File: src/rtl/rr_arb_pkg.sv
// Shared types and helpers for the 8-way round-robin arbiter.
// Pure declarations: no logic, no latency.
// No flow control; consumed by rr_arbiter_8 and its decoder.
package rr_arb_pkg;

    localparam int N_REQ = 8;
    localparam int IDX_W = 3;

    typedef enum logic {
        IDLE  = 1'b0,
        GRANT = 1'b1
    } arb_state_t;

    // First set request at or above ptr, wrapping N_REQ-1 -> 0.
    // Returns {found, idx}; idx is meaningless when found is 0.
    function automatic logic [IDX_W:0] rr_pick(input logic [N_REQ-1:0] req,
                                               input logic [IDX_W-1:0] ptr);
        logic [IDX_W-1:0] idx;
        rr_pick = '0;
        // Walk from the farthest offset down so the nearest hit is kept last.
        for (int i = N_REQ - 1; i >= 0; i--) begin
            idx = ptr + IDX_W'(i);
            if (req[idx]) begin
                rr_pick = {1'b1, idx};
            end
        end
    endfunction

endpackage

File: src/rtl/onehot_dec_3to8.sv
// Binary holder index to one-hot grant vector.
// Purely combinational, zero latency.
// No flow control; feeds the D input of the grant register.
module onehot_dec_3to8
    import rr_arb_pkg::*;
(
    input  logic [IDX_W-1:0] idx,
    output logic [N_REQ-1:0] onehot
);

    // Exactly one bit set for every index value.
    always_comb begin
        onehot      = '0;
        onehot[idx] = 1'b1;
    end

endmodule

File: src/rtl/rr_arbiter_8.sv
// Round-robin arbiter, 8 requesters, no preemption; optional hold watchdog (ARB_TIMEOUT_EN).
// Latency: 1 cycle req -> gnt; holder hand-off happens in one edge with no idle bubble.
// Backpressure: holder keeps gnt while its req stays high; others wait (bounded by watchdog when built).
module rr_arbiter_8
    import rr_arb_pkg::*;
#(
`ifdef ARB_TIMEOUT_EN
    parameter int TIMEOUT_CYCLES = 16,
    parameter int CNT_W          = 5
`endif
) (
    input  logic             clk,
    input  logic             rst_n,
    input  logic [N_REQ-1:0] req,
    output logic [N_REQ-1:0] gnt,
    output logic [IDX_W-1:0] gnt_idx,
    output logic             gnt_valid,
    output logic             timeout
);

    arb_state_t       state;
    arb_state_t       state_nxt;
    logic [IDX_W-1:0] rr_ptr;
    logic [IDX_W-1:0] ptr_nxt;
    logic [IDX_W-1:0] idx_nxt;
    logic             vld_nxt;
    logic [IDX_W-1:0] scan_ptr;
    logic [IDX_W:0]   pick;
    logic             holder_req;
    logic             release_now;
    logic             revoke;
    logic             new_grant;
    logic [N_REQ-1:0] dec_onehot;

`ifdef ARB_TIMEOUT_EN
    localparam logic [CNT_W-1:0] HOLD_LAST = CNT_W'(TIMEOUT_CYCLES - 1);
    logic [CNT_W-1:0] hold_cnt;
`endif

    // Release/revoke detection and the scan start used this edge.
    always_comb begin
        holder_req  = req[gnt_idx];
        release_now = (state == GRANT) && !holder_req;
        revoke      = 1'b0;
`ifdef ARB_TIMEOUT_EN
        revoke      = (state == GRANT) && holder_req && (hold_cnt == HOLD_LAST);
`endif
        // On hand-off the scan starts just past the outgoing holder, which is
        // exactly the pointer value being committed on the same edge.
        scan_ptr    = (state == GRANT) ? gnt_idx + IDX_W'(1) : rr_ptr;
        pick        = rr_pick(req, scan_ptr);
    end

    // Next-state and next-grant decision.
    always_comb begin
        state_nxt = state;
        ptr_nxt   = rr_ptr;
        idx_nxt   = gnt_idx;
        vld_nxt   = gnt_valid;
        new_grant = 1'b0;
        case (state)
            IDLE: begin
                if (pick[IDX_W]) begin
                    state_nxt = GRANT;
                    idx_nxt   = pick[IDX_W-1:0];
                    vld_nxt   = 1'b1;
                    new_grant = 1'b1;
                end
            end
            GRANT: begin
                if (release_now || revoke) begin
                    ptr_nxt = scan_ptr;
                    if (pick[IDX_W]) begin
                        idx_nxt   = pick[IDX_W-1:0];
                        new_grant = 1'b1;
                    end else begin
                        state_nxt = IDLE;
                        vld_nxt   = 1'b0;
                    end
                end
            end
            default: begin
                state_nxt = IDLE;
                vld_nxt   = 1'b0;
            end
        endcase
    end

    onehot_dec_3to8 u_dec (
        .idx    (idx_nxt),
        .onehot (dec_onehot)
    );

    // State, pointer and registered grant outputs; reset drops gnt at once.
    always_ff @(posedge clk or negedge rst_n) begin
        if (!rst_n) begin
            state     <= IDLE;
            rr_ptr    <= '0;
            gnt_idx   <= '0;
            gnt_valid <= 1'b0;
            gnt       <= '0;
        end else begin
            state     <= state_nxt;
            rr_ptr    <= ptr_nxt;
            gnt_idx   <= idx_nxt;
            gnt_valid <= vld_nxt;
            gnt       <= dec_onehot & {N_REQ{vld_nxt}};
        end
    end

`ifdef ARB_TIMEOUT_EN
    // Hold counter restarts on every fresh grant (including a re-grant after
    // revoke) and counts cycles spent by the current holder.
    always_ff @(posedge clk or negedge rst_n) begin
        if (!rst_n) begin
            hold_cnt <= '0;
            timeout  <= 1'b0;
        end else begin
            timeout <= revoke;
            if (new_grant) begin
                hold_cnt <= '0;
            end else if (state == GRANT) begin
                hold_cnt <= hold_cnt + CNT_W'(1);
            end
        end
    end
`else
    // Watchdog not built: grants are unbounded.
    assign timeout = 1'b0;
`endif

endmodule
File: config.mk
export PLATFORM = sky130hd
export DESIGN_NAME = rr_arbiter_8
export DESIGN_NICKNAME = d
export VERILOG_FILES = /design/src/rtl/rr_arb_pkg.sv /design/src/rtl/onehot_dec_3to8.sv /design/src/rtl/rr_arbiter_8.sv
export SDC_FILE = /design/constraint.sdc
export NUM_CORES = 1
export LEC_CHECK = 0
export ABC_AREA = 1
export ABC_CLOCK_PERIOD_IN_PS = 2800
export CAP_MARGIN = 20
export CORE_ASPECT_RATIO = 0.9
export CORE_MARGIN = 2
export CORE_UTILIZATION = 49
export DETAILED_ROUTE_END_ITERATION = 6
export PLACE_DENSITY = 0.79
export SETUP_SLACK_MARGIN = 0.5
export SYNTH_ARGS = -nofsm -noshare
export SYNTH_HDL_FRONTEND = slang
export SYNTH_SLANG_ARGS = --single-unit
File: constraint.sdc
create_clock -name clk -period 2.8 [get_ports clk]
set_clock_uncertainty 0.2 [all_clocks]
set_input_delay 0.28 -clock clk [delete_from_list [all_inputs] [get_ports clk]]
set_output_delay 0.28 -clock clk [all_outputs]
set_load 0.05 [all_outputs]
After elaboration in Yosys (flattened, before gate mapping)
Index checks and enable logic that the tools add are counted.
{"block": "classes", "addsub": 8, "order_cmp": 11, "muxes": 39, "bitwise_logic": 2, "reduce_logical": 4}
{"cell": "less-than comparator 3 x 4 -> 1 bit, second input constant", "count": 10}
{"cell": "two-way mux 4 bit", "count": 8}
{"cell": "binary-select mux 1 bit (select 3 bit)", "count": 9}
{"cell": "two-way mux 1 bit", "count": 15}
{"cell": "adder 3 bit, second input constant", "count": 4}
{"cell": "two-way mux 3 bit", "count": 3}
{"cell": "bitwise AND 8 bit", "count": 1}
{"cell": "adder 3 x 1 -> 3 bit, second input constant", "count": 2}
{"cell": "adder 3 x 2 -> 3 bit, second input constant", "count": 2}
{"cell": "case mux 3 bit (2 select lines)", "count": 1}
{"cell": "case mux 1 bit (2 select lines)", "count": 2}
{"cell": "demux 1 bit (select 3 bit)", "count": 1}
{"cell": "greater-or-equal comparator 3 x 1 -> 1 bit, second input constant", "count": 1}
{"cell": "logical AND 1 bit", "count": 2}
{"cell": "AND reduction 2 bit", "count": 1}
{"cell": "logical NOT 1 bit", "count": 1}
{"cell": "NOT 1 bit", "count": 1}
{"block": "totals", "regBits": 16, "input_bits": 10, "wordCells": 69}

Longest topological paths before layout
Gate-level depths: netlist of the first run.
{"block": "depth", "depth_word": 21, "ltp_mapped": 23, "depth_no_buf": 22}

Hierarchy
Synthesis of the first run repeated with hierarchy kept, for this count alone.
{"block": "unflattened", "cells_unflattened": 268, "area_unflattened_um2": 1676.6}
{"mod": "rr_arbiter_8", "n_inst": 1, "cells_per_inst": 253, "area_per_inst_um2": 1620.3, "seq_area_each_um2": 400.4}
{"mod": "onehot_dec_3to8", "n_inst": 1, "cells_per_inst": 15, "area_per_inst_um2": 56.3, "seq_area_each_um2": 0.0}

Worst setup path after synthesis of the first run
No wires, ideal clock.
{"block": "synth_path", "path_kind": "register to register", "startpoint": "register gnt_idx[0]", "endpoint": "register gnt[1]", "setup_ns": 0.120, "arrival_time_ns": 2.731, "required_time_ns": 2.480, "setup_slack_ns": -0.251, "path_stages_with_launch": 20, "n_path_buf": 1, "period_less_slack_ns": 3.051, "path_cell_list": "dfrtp_1 ha_1 inv_1 nand2_1 nand2_1 buf_2 ha_1 inv_1 nand3_1 nand2_2 nand2_2 nand2_2 nor2_2 nand2_2 o21ai_4 inv_2 nand3_1 nand2_1 nand2_1 nor2_1"}
{"block": "synth_via", "elab_chain_cells": 21, "word_cells_on_any_way": 50, "cone_classes": "8 x add/sub; 2 x order compare; 36 x mux; 1 x bitwise; 3 x reduce/logical"}
{"item": "start: declaration", "line_no": "rr_arbiter_8.sv:16", "text": "output logic [IDX_W-1:0] gnt_idx,"}
{"item": "start signal: assignment", "line_no": "rr_arbiter_8.sv:105", "text": "gnt_idx <= idx_nxt;"}
{"item": "adder 3 x 1 -> 3 bit", "line_no": "rr_arbiter_8.sv:50", "text": "scan_ptr = (state == GRANT) ? gnt_idx + IDX_W'(1) : rr_ptr;"}
{"item": "two-way mux 3 bit", "line_no": "rr_arbiter_8.sv:50"}
{"item": "adder 3 bit", "line_no": "rr_arb_pkg.sv:22", "text": "idx = ptr + IDX_W'(i);"}
{"item": "binary-select mux 1 bit (select 3 bit)", "line_no": "rr_arb_pkg.sv:23", "text": "if (req[idx]) begin"}
{"item": "two-way mux 1 bit (not written as such)", "line_no": "rr_arb_pkg.sv:23"}
{"item": "two-way mux 4 bit (8 in series)", "line_no": "rr_arb_pkg.sv:23"}
{"item": "two-way mux 3 bit", "line_no": "rr_arbiter_8.sv:63, rr_arbiter_8.sv:73"}
{"item": "two-way mux 3 bit", "line_no": "rr_arbiter_8.sv:71", "text": "if (release_now || revoke) begin"}
{"item": "case mux 3 bit (2 select lines) (*)", "line_no": "rr_arbiter_8.sv:61", "text": "case (state)"}
{"item": "net idx_nxt[0]", "line_no": "rr_arbiter_8.sv:25", "text": "logic [IDX_W-1:0] idx_nxt;"}
{"item": "less-than comparator 3 x 4 -> 1 bit (not written as such) / greater-or-equal comparator 3 x 1 -> 1 bit (equally long branches)", "line_no": "onehot_dec_3to8.sv:14", "text": "onehot[idx] = 1'b1;"}
{"item": "logical AND 1 bit (not written as such)", "line_no": "onehot_dec_3to8.sv:14"}
{"item": "two-way mux 1 bit (not written as such)", "line_no": "onehot_dec_3to8.sv:14"}
{"item": "demux 1 bit (select 3 bit) (*)"}
{"item": "bitwise AND 8 bit (*)", "line_no": "rr_arbiter_8.sv:107", "text": "gnt <= dec_onehot & {N_REQ{vld_nxt}};"}
{"item": "end signal: assignment", "line_no": "rr_arbiter_8.sv:107"}
{"item": "end: declaration", "line_no": "rr_arbiter_8.sv:15", "text": "output logic [N_REQ-1:0] gnt,"}
Mark *: on every way through the listed nets, which the timed path passes. The rest lies on a longest branch. The select of a mux whose other input is x is not followed.
A chain may end at the register's enable or synchronous reset.

Worst setup path after layout of the first run
{"block": "layout_path", "startpoint": "register gnt_idx[0]", "endpoint": "register gnt[2]"}
{"block": "layout_via", "elab_chain_cells": 21, "word_cells_on_any_way": 50, "cone_classes": "8 x add/sub; 2 x order compare; 36 x mux; 1 x bitwise; 3 x reduce/logical"}
{"item": "adder 3 x 1 -> 3 bit", "line_no": "rr_arbiter_8.sv:50"}
{"item": "two-way mux 3 bit", "line_no": "rr_arbiter_8.sv:50"}
{"item": "adder 3 bit", "line_no": "rr_arb_pkg.sv:22"}
{"item": "binary-select mux 1 bit (select 3 bit)", "line_no": "rr_arb_pkg.sv:23"}
{"item": "two-way mux 1 bit (not written as such)", "line_no": "rr_arb_pkg.sv:23"}
{"item": "two-way mux 4 bit (8 in series)", "line_no": "rr_arb_pkg.sv:23"}
{"item": "two-way mux 3 bit", "line_no": "rr_arbiter_8.sv:63, rr_arbiter_8.sv:73"}
{"item": "two-way mux 3 bit", "line_no": "rr_arbiter_8.sv:71"}
{"item": "case mux 3 bit (2 select lines)", "line_no": "rr_arbiter_8.sv:61"}
{"item": "less-than comparator 3 x 4 -> 1 bit (not written as such) / greater-or-equal comparator 3 x 1 -> 1 bit (equally long branches)", "line_no": "onehot_dec_3to8.sv:14"}
{"item": "logical AND 1 bit (not written as such)", "line_no": "onehot_dec_3to8.sv:14"}
{"item": "two-way mux 1 bit (not written as such)", "line_no": "onehot_dec_3to8.sv:14"}
{"item": "demux 1 bit (select 3 bit)"}
{"item": "bitwise AND 8 bit (*)", "line_no": "rr_arbiter_8.sv:107"}
Mark *: on every way between the ends. The rest lies on a longest branch, timed or not. The select of a mux whose other input is x is not followed.

==> impl_results.md, run 1 <==
* First-pass GRT wire length at 8190 µm
* Simple-gate share of the synthesized area at 54.97%
* Starting Density at 51.70%
* DRC Markers at 0
* Synth async-reset ratio at 100.0%
* Dpl hpwl at 3441 µm
* Core Box Area at 3090 µm²
* Finished Cell Area at 2349 µm²
* Post-DRT Antenna Nets at 0
* Total grt overflow at 0
* Arrival time at the worst endpoint at 2.95 ns
* Tmin final at 2.966 ns
* Die Y at 58.18 µm
* PortBufs at 21
* Area grow syn2layout at 46.99%
* Register area share after synthesis at 25.06%
* Syn avg cell area at 5.810 µm²
* Total CTS buffers at 3
* Syn Inst Count at 275
* Syn Std Cell Area at 1598 µm²
* Hold buffers post-CTS at 0
* CP peak stage delay at 0.50 ns
* Initial DRC Count at 203
* Failing checks: setup timing
* Status: finished with violations
* ANT cells at 0
* TritonCTS clock tree: done
* Largest family of logic cells by synthesized area: simple AND/OR/NAND/NOR gates
* Largest delay share family, worst path: simple AND/OR/NAND/NOR gates
* Skew-Pair Late Insertion Delay at 0.29 ns
* Largest net degree at the start of global routing at 17
* Nets at 336
* Final setup margin at -0.1657 ns
* Register area at 405.4 µm²
* Final Hold Fails at 0
* Die ar. at 3734 µm²
* Synth Area in Compound Gates at 6.969%
* Critical path required time at 2.79 ns
* Worst setup path startpoint: gnt_idx[0]$_DFF_PN0_
* Layout cells sized above 1 at 33.85%
* Crit-path max FO at 4
* Final Max Tran Viols at 0
* Multi-input logic area at 1295 µm²
* Clock transition at the registers of the reported paths at 0.09 ns
* Seq cells post-synth at 16
* GP Congestion at 0.9499
* Ys Warns at 0
* Post-Synth XOR/XNOR Area at 0%
* Post-synth EDFFs at 0
* Most used DFF post-synth: dfrtp_1
* Mux share of post-synthesis cell area at 0%
* CP Launch Type: flip-flop
* Wirelength per Cell at 15.98 µm
* CP cell instances: ha_4 > inv_2 > nand2_2 > nand2_4 > ha_4 > inv_4 > nand3_2 > nand2_2 > nand2_2 > nand2_4 > nor2_4 > nand2_4 > nor2_4 > nor2_1 > nand2_1 > nand2_1 > nand2_1 > nand2_2 > nand2_2 > nor2_1
* RSZ-0062 raised after global routing: yes
* Initial antenna violation count at 0
* Die width at 64.19 µm
* Slowest cell on the critical path: dfrtp_4
* Post-synthesis adder-cell area fraction at 2.349%
* Pre-Repair DR Iteration Count at 5
* Hold Crit Class: in -> async
* Hold Slack at 0.1964 ns
* Fill cells at 219
* Clk sinks at 16
* Fmax at 337.2 MHz
* Routed WL at 5815 µm
* Root Driver: clkbuf_4
* Routed vias/inst at 5.753
* Most common cell after layout, fill and taps aside: nand2_1
* Worst-Margin Slew at 0.6970 ns
* Clock Path Buffers at 2
* Fin cells at 364
* Dpl cell area at 1933 µm²
* DP Cell Count at 341
* Most used cell, CP: nand2_2
* Crit path buffers/inverters at 2
* MaxCap Viol Count at 0
* Max_slew headroom at 53.39%
* H-tree lvl count at 1
* Cell variety after synth at 24
* Total GRT Usage at 28.32%
* DR vias at 2094
* Setup CP Type: reg -> reg
* Final period util at 105.9%
* FP Rows at 19
* Final setup fails at 9
* Worst r2r src: gnt_idx[0]$_DFF_PN0_
* Synth Net Count at 288
* Top Ports at 23
* Vias in the first global route at 1776
* Most frequent cells in the layout: nand2_1 (99), nand2_2 (30), nand3_1 (26), buf_4 (24), inv_1 (21)
* CP Capture Type: flip-flop
-- routing by layer --
| layer | up-vias | routed length, µm | global-route usage [%] |
|---|---|---|---|
| li1 | 947 | - | - |
| met1 | 925 | 2250 | 38.19 |
| met2 | 173 | 2616 | 47.32 |
| met3 | 49 | 582 | 5.437 |
| met4 | 0 | 365 | 6.991 |
| met5 | - | 0 | 0 |
-- worst paths after layout --
kind                       depth (start not counted)               endpoint  slack [ns]
min in group clk                                   2  rr_ptr[2]$_DFFE_PN0P_        0.30
setup / recovery                                  20       gnt[2]$_DFF_PN0_       -0.17
hold / removal                                     1        state$_DFF_PN0_        0.20
max in group asynchronous                          1   gnt_idx[0]$_DFF_PN0_        1.69
hold reg to reg                                    2  rr_ptr[2]$_DFFE_PN0P_        0.30
setup reg to reg                                  20       gnt[2]$_DFF_PN0_       -0.17
-- state kept, by name, summed over array words and instances (netlist names) --
signal     count
gnt_valid      1
rr_ptr         3
state          1
gnt            8
gnt_idx        3
-- synth_stat cells, types with 2 or more instances --
| cell type | instances | area [µm²] |
|---|---|---|
| a21oi_1 | 10 | 50.05 |
| and2_1 | 3 | 18.77 |
| buf_2 | 2 | 10.01 |
| buf_4 | 2 | 15.01 |
| buf_6 | 3 | 33.78 |
| dfrtp_1 | 16 | 400.4 |
| ha_1 | 3 | 37.54 |
| inv_1 | 24 | 90.09 |
| inv_2 | 3 | 11.26 |
| nand2_1 | 127 | 476.7 |
| nand2_2 | 14 | 87.58 |
| nand2_4 | 2 | 22.52 |
| nand3_1 | 32 | 160.2 |
| nor2_1 | 14 | 52.55 |
| nor2_2 | 3 | 18.77 |
| nor2_4 | 2 | 22.52 |
| o21ai_0 | 8 | 40.04 |
-- what timing repair did --
item / 4_1_cts / 5_1_grt
pin swaps: 20 / 20
setup buffers: 14 / 5
endpoints found under the setup margin: 13 / 14
resized for setup: 39 / 23
-- kinds of logic (layout without fill, tap and decap cells) --
logic type	after synthesis	count (layout)
compound gates	20	20
fa+ha+maj	3	3
buf+inv	35	82
flops	16	16
other cells	1	1
simple gates	200	200
-- layout make-up --
class                           count  area share [%]
Multi-Input combinational cell    224           55.14
Inverter                           28           4.688
Sequential cell                    16           17.26
Tap cell                           42           2.238
Clock buffer                        4           1.545
Timing Repair Buffer               50           19.13
-- per-stage QoR --
| step | TNS [ns] | utilization, % | setup slack (ns) |
|---|---|---|---|
| floorplan | 0 | - | 0.06601 |
| global placement | -0.5348 | 62.55 | -0.09429 |
| detailed placement | -0.9172 | 62.55 | -0.1328 |
| CTS | 0 | 71.62 | 0.1097 |
| global route | -2.672 | 75.99 | -0.3025 |
| finish | -1.156 | 75.99 | -0.1657 |
-- worst reg2reg max path: cells and delay by family, from the launching register on --
kind	cells	cell delay (ns)
adders and majority gates	2	0.58
DFF	1	0.50
buffers and inverters	2	0.09
and+or+nand+nor	16	1.51
Power of run 1 is not shown: default switching activity piles up to over one toggle a cycle in this logic, so the estimate is an artifact.
==> run 2: changes to the inputs <==
--- a/config.mk
+++ b/config.mk
@@ -8,11 +8,12 @@
 export ABC_AREA = 1
 export ABC_CLOCK_PERIOD_IN_PS = 2800
 export CAP_MARGIN = 20
-export CORE_ASPECT_RATIO = 0.9
+export CELL_PAD_IN_SITES_DETAIL_PLACEMENT = 1
+export CELL_PAD_IN_SITES_GLOBAL_PLACEMENT = 2
 export CORE_MARGIN = 2
-export CORE_UTILIZATION = 49
+export CORE_UTILIZATION = 25
 export DETAILED_ROUTE_END_ITERATION = 6
-export PLACE_DENSITY = 0.79
+export PLACE_DENSITY = 0.78
 export SETUP_SLACK_MARGIN = 0.5
 export SYNTH_ARGS = -nofsm -noshare
 export SYNTH_HDL_FRONTEND = slang
==> run 2 against run 1 <==
Against the previous run: highest routed layer unchanged; non-clock buffer count grew 4; maximum frequency grew 7.0%; routed wire length shrank 2.5%; the flow now finishes without violations; register-to-register slack gained 0.19 ns; first-iteration DRC count shrank 79%; sequential cell count is the same; die area grew 89%; hold slack gained 0.058 ns; utilization shrank 35 points; via count shrank 11%; setup slack gained 0.19 ns.
==> impl_results.md, run 2 (synthesis results as in run 1) <==
* Status: finished, final reports clean
* Total grt overflow at 0
* Largest net degree at the start of global routing at 17
* Most frequent cells in the layout: nand2_1 (86), nand2_2 (35), buf_4 (26), nand3_1 (23)
* Initial DRC Count at 42
* Largest Register: gnt
* Total GRT Usage at 16.02%
* Setup CP Type: reg -> reg
* ANT cells at 0
* CP peak stage delay at 0.49 ns
* Top Ports at 23
* DRC Markers at 0
* Total CTS buffers at 3
* Vias in the first global route at 1929
* Post-DRT Antenna Nets at 0
* Initial antenna violation count at 0
* Clock transition at the registers of the reported paths at 0.06 ns
* Setup slack, reg-to-reg at 0.03 ns
* M2 GR Usage at 29.67%
* CP Capture Type: flip-flop
* H-tree lvl count at 1
* Hold Slack at 0.2546 ns
* Top flop regs: gnt x8, gnt_idx x3, rr_ptr x3
* Tmin final at 2.772 ns
* Nets at 340
* Dpl hpwl at 4341 µm
* Slowest cell on the critical path: dfrtp_4
* CP Launch Type: flip-flop
* Hold Crit Class: in -> async
* Routed WL at 5670 µm
* Layout cells sized above 1 at 41.10%
* Critical path required time at 2.74 ns
* Routed vias/inst at 4.605
* Die width at 83.95 µm
* Root Driver: clkbuf_8
* Worst-Margin Slew at 0.6947 ns
* Core Box Area at 6277 µm²
* Clk sinks at 16
* Most used cell, CP: nand2_4
* Fmax at 360.7 MHz
* GP Congestion at 0.7777
* Starting Density at 25.45%
* Arrival time at the worst endpoint at 2.71 ns
* Crit-path max FO at 4
* TritonCTS clock tree: done
* Final Max Tran Viols at 0
* MaxCap Viol Count at 0
* Area grow syn2layout at 60.30%
* DR vias at 1856
* PortBufs at 21
* Pre-Repair DR Iteration Count at 4
* Fill cells at 796
* Wirelength per Cell at 14.07 µm
* Met3 usage at 1.187%
* Die ar. at 7047 µm²
* Register area at 406.6 µm²
* Final period util at 99.00%
* GR peak layer: met2
* Most common cell after layout, fill and taps aside: nand2_1
* Max_slew headroom at 53.54%
* RSZ-0062 raised after global routing: yes
* Clock Path Buffers at 2
* Skew-Pair Late Insertion Delay at 0.24 ns
* Max reg flops at 8
* FP Rows at 29
* Die Y at 83.95 µm
* GRT met1 Usage at 20.88%
* Final setup fails at 0
* Multi-input logic area at 1400 µm²
* First-pass GRT wire length at 9218 µm
* Final Hold Fails at 0
* Finished Cell Area at 2561 µm²
* CP cell instances: ha_4 > inv_2 > nand2_2 > nand2_4 > ha_4 > inv_4 > nand3_2 > nand2_2 > nand2_2 > nand2_4 > nor2_4 > nand2_4 > o21ai_4 > inv_2 > nand3_2 > nand2_4 > buf_6 > buf_4
* Dpl cell area at 2049 µm²
run 2: final cells by class:
type	count	area share, %
repair buffers	54	19.25
flip-flops and latches	16	15.88
multi-input cells	224	54.67
clock buffers	4	2.149
inverters	28	4.299
well taps	77	3.762
run 2: layer usage:
| layer | routed length [µm] | up-vias | share of wire [%] |
|---|---|---|---|
| met3 | 152 | 9 | 2.7 |
| met4 | 129 | 0 | 2.3 |
| met1 | 2492 | 860 | 44 |
| li1 | - | 954 | - |
| met5 | 0 | - | 0 |
| met2 | 2896 | 33 | 51 |
run 2: worst paths after layout:
check                                       from                     to  depth (start not counted)
setup / recovery            gnt_idx[0]$_DFF_PN0_   gnt_idx[0]$_DFF_PN0_                         18
hold / removal                             rst_n       gnt[5]$_DFF_PN0_                          1
setup reg to reg            gnt_idx[0]$_DFF_PN0_   gnt_idx[0]$_DFF_PN0_                         18
hold reg to reg            rr_ptr[2]$_DFFE_PN0P_  rr_ptr[2]$_DFFE_PN0P_                          2
max in group asynchronous                  rst_n   gnt_idx[0]$_DFF_PN0_                          1
min in group clk           rr_ptr[2]$_DFFE_PN0P_  rr_ptr[2]$_DFFE_PN0P_                          2
run 2: worst max-delay path, delay by kind of cell, from the launching register on:
| kind | cells | cell delay (ns) |
|---|---|---|
| and+or+nand+nor | 10 | 0.82 |
| adders and majority gates | 2 | 0.58 |
| DFF | 1 | 0.49 |
| buffers and inverters | 5 | 0.39 |
| AOI/OAI and AO/OA | 1 | 0.19 |
run 2: through the flow:
stage	instances	setup TNS [ns]	setup WS, ns	util (%)
after detailed placement	384	-0.7376	-0.1094	32.65
final	403	0	0.02793	40.80
after global routing	403	-0.7223	-0.09834	40.80
after global placement	384	-0.3535	-0.07049	32.65
after floorplan	275	0	0.06601	-
after CTS	399	0	0.07999	36.74
run 2: what timing repair did:
action                     CTS  global route
setup endpoints to repair   13            13
hold buffers                 0             0
resized for setup           32            61
setup buffers               11             4
hold endpoints to repair     0             0
pin swaps                   31            34
Power of run 2 is left out for the same reason.
==> run 3: changes to the inputs <==
--- a/config.mk
+++ b/config.mk
@@ -11,10 +11,11 @@
 export CELL_PAD_IN_SITES_DETAIL_PLACEMENT = 1
 export CELL_PAD_IN_SITES_GLOBAL_PLACEMENT = 2
 export CORE_MARGIN = 2
-export CORE_UTILIZATION = 25
+export CORE_UTILIZATION = 26
 export DETAILED_ROUTE_END_ITERATION = 6
 export PLACE_DENSITY = 0.78
 export SETUP_SLACK_MARGIN = 0.5
 export SYNTH_ARGS = -nofsm -noshare
 export SYNTH_HDL_FRONTEND = slang
+export SYNTH_HIERARCHICAL = 1
 export SYNTH_SLANG_ARGS = --single-unit
==> run 3 against run 2 <==
Against the previous run: the flow now finishes with violations (setup timing); setup slack lost 0.030 ns; non-clock buffer count grew 17; sequential share of layout area shrank 1.2 points.
==> impl_results.md, run 3 <==
* Status: finished with violations
* Failing checks: setup timing
* R2r endpoint: gnt[0]$_DFF_PN0_
* Routed WL at 6176 µm
* Largest family of logic cells by synthesized area: simple AND/OR/NAND/NOR gates
* Most used DFF post-synth: dfrtp_1
* FP Rows at 29
* CP cell instances: ha_4 > nand2_4 > nand2_4 > ha_4 > inv_2 > nand3_2 > nand2_4 > nand2_2 > nand2_4 > nor3_4 > nand2_2 > o21ai_4 > a21oi_1 > nand2_1 > nand2_2 > inv_2 > nand2_2 > nor2_1 > a21boi_2
* Slowest cell on the critical path: dfrtp_2
* Routed vias/inst at 4.706
* Worst-Margin Slew at 0.7298 ns
* ANT cells at 0
* Multi-input logic area at 1443 µm²
* Syn avg cell area at 6.256 µm²
* Critical path required time at 2.78 ns
* Fin cells at 415
* Post-DRT Antenna Nets at 0
* Post-route setup TNS at -0.001784 ns
* Simple-gate share of the synthesized area at 51.19%
* TritonCTS clock tree: done
* Arrival time at the worst endpoint at 2.78 ns
* Worst setup path startpoint: gnt_idx[1]$_DFF_PN0_
* Hold buffers post-CTS at 0
* PortBufs at 21
* CP Launch Type: flip-flop
* Final period util at 100.1%
* Most common cell after layout, fill and taps aside: nand2_1
* Count leader, synth: nand2_1
* Post-synth EDFFs at 0
* Syn Std Cell Area at 1677 µm²
* Clk sinks at 16
* Top flop regs: gnt x8, gnt_idx x3, rr_ptr x3
* Clock Path Buffers at 2
* Starting Density at 26.71%
* Synth Net Count at 280
* DP Cell Count at 391
* Post-synthesis adder-cell area fraction at 1.493%
* Fill cells at 784
* Final Hold Fails at 0
* Die Y at 84.30 µm
* GP Congestion at 0.8126
* Area grow syn2layout at 64.63%
* Clock transition at the registers of the reported paths at 0.06 ns
* Crit-path max FO at 5
* Layout cells sized above 1 at 49.11%
* Top cells by count, synth: nand2_1 (105), nand3_1 (32), inv_1 (24), nand2_2 (22), dfrtp_1 (16)
* Register area at 404.1 µm²
* Max reg flops at 8
* Nets at 351
* Setup slack, reg-to-reg at -0.002 ns
* Setup CP Type: reg -> reg
* Utilization after layout at 43.97%
* Seq cells post-synth at 16
* H-tree lvl count at 1
* Total GRT Usage at 17.03%
* Tmin final at 2.802 ns
* DRC Markers at 0
* Synth Area in Compound Gates at 12.84%
* Post-Synth XOR/XNOR Area at 0%
* Total grt overflow at 0
* Die ar. at 7106 µm²
* Initial DRC Count at 40
* Top Ports at 23
* Top cell type by total area after synthesis: dfrtp_1
* Most frequent cells in the layout: nand2_1 (64), nand2_2 (46), buf_4 (40), nand3_1 (21), clkdlybuf4s50_1 (20)
* First-pass GRT wire length at 9991 µm
* Mux share of post-synthesis cell area at 0%
* Initial antenna violation count at 0
* CP peak stage delay at 0.43 ns
* Skew-Pair Late Insertion Delay at 0.25 ns
* Syn Inst Count at 268
* Total CTS buffers at 3
* Die width at 84.30 µm
* MaxCap Viol Count at 0
* RSZ-0062 raised after global routing: yes
* Final setup margin at -0.001784 ns
* Synth async-reset ratio at 100.0%
* Synth top area cells: dfrtp_1 (24%), nand2_1 (24%), nand3_1 (9.6%)
* DR vias at 1953
* Cell variety after synth at 29
* Pre-CTS setup slack at -0.1663 ns
* Dpl hpwl at 4658 µm
* Root Driver: clkbuf_8
* Ys Warns at 6
* Hold Crit Class: in -> async
* Worst r2r src: gnt_idx[1]$_DFF_PN0_
* Final Max Tran Viols at 0
* Largest Register: gnt
* Wirelength per Cell at 14.88 µm
* Post-synth top area share at 23.88%
* Vias in the first global route at 2062
* Largest net degree at the start of global routing at 17
* Worst r2r path cells at 19
* Final setup fails at 1
* Max_slew headroom at 51.20%
* Fmax at 356.9 MHz
* Pre-Repair DR Iteration Count at 4
* Register area share after synthesis at 23.88%
* CP Capture Type: flip-flop
* Core Box Area at 6277 µm²
[run 3: cell types whose count changed in the layout (fill, tap and decap cells not counted), sizes merged, moves of 2 or more]
cell and delta:
a21boi +8, and2 -2, buf +17, nand2 -12
nor2 -4, o211ai +2
[run 3: cells by family (layout without fill, tap and decap cells)]
kind of cell,Yosys count,after routing
and+or+nand+nor,183,183
buffers and inverters,34,104
other,1,1
adders and majority gates,2,2
AOI/OAI and AO/OA,32,32
DFF,16,16
[run 3: layout make-up]
cell class | count | area share (%)
inverter | 29 | 4.216
sequential | 16 | 14.64
clock buffer | 4 | 1.632
tap | 77 | 3.490
timing repair buffer | 71 | 23.75
multi-input combinational | 218 | 52.27
[run 3: stage by stage]
step	hold slack (ns)	area (µm²)
after floorplan	-0.2156	1724
after global placement	0.2899	2211
after detailed placement	0.3137	2211
after CTS	0.2961	2570
after global routing	0.3134	2760
final	0.2643	2760
[run 3: how the worst max path moves through the flow]
stage                        to  slack [ns]  cells after the start
2_1_floorplan  gnt[0]$_DFF_PN0_        0.03                     19
3_3_place_gp   gnt[5]$_DFF_PN0_       -0.18                     19
3_5_place_dp   gnt[1]$_DFF_PN0_       -0.17                     19
4_1_cts        gnt[2]$_DFF_PN0_        0.06                     19
5_1_grt        gnt[0]$_DFF_PN0_       -0.17                     19
6_report       gnt[0]$_DFF_PN0_      -0.002                     19
[run 3: routing by layer]
layer  track usage [%]  up-vias  part of all wire, %
li1                  -      987                    -
met1             22.63      938                   45
met2             31.17       26                   52
met3             2.065        2                  2.4
met4            0.4399        0                 0.34
met5                 0        -                    0
[run 3: repair_timing]
| item | in CTS | in global routing |
|---|---|---|
| setup buffers | 15 | 5 |
| gates resized for setup | 52 | 42 |
| endpoints found under the setup margin | 13 | 14 |
| pin swaps | 28 | 12 |
[run 3: worst max-delay path, delay by kind of cell, from the launching register on]
kind | cells | cell delay, ns
compound gates | 3 | 0.44
buf+inv | 2 | 0.13
flops | 1 | 0.43
fa+ha+maj | 2 | 0.54
simple gates | 12 | 0.97
Power of run 3 is left out for the same reason.
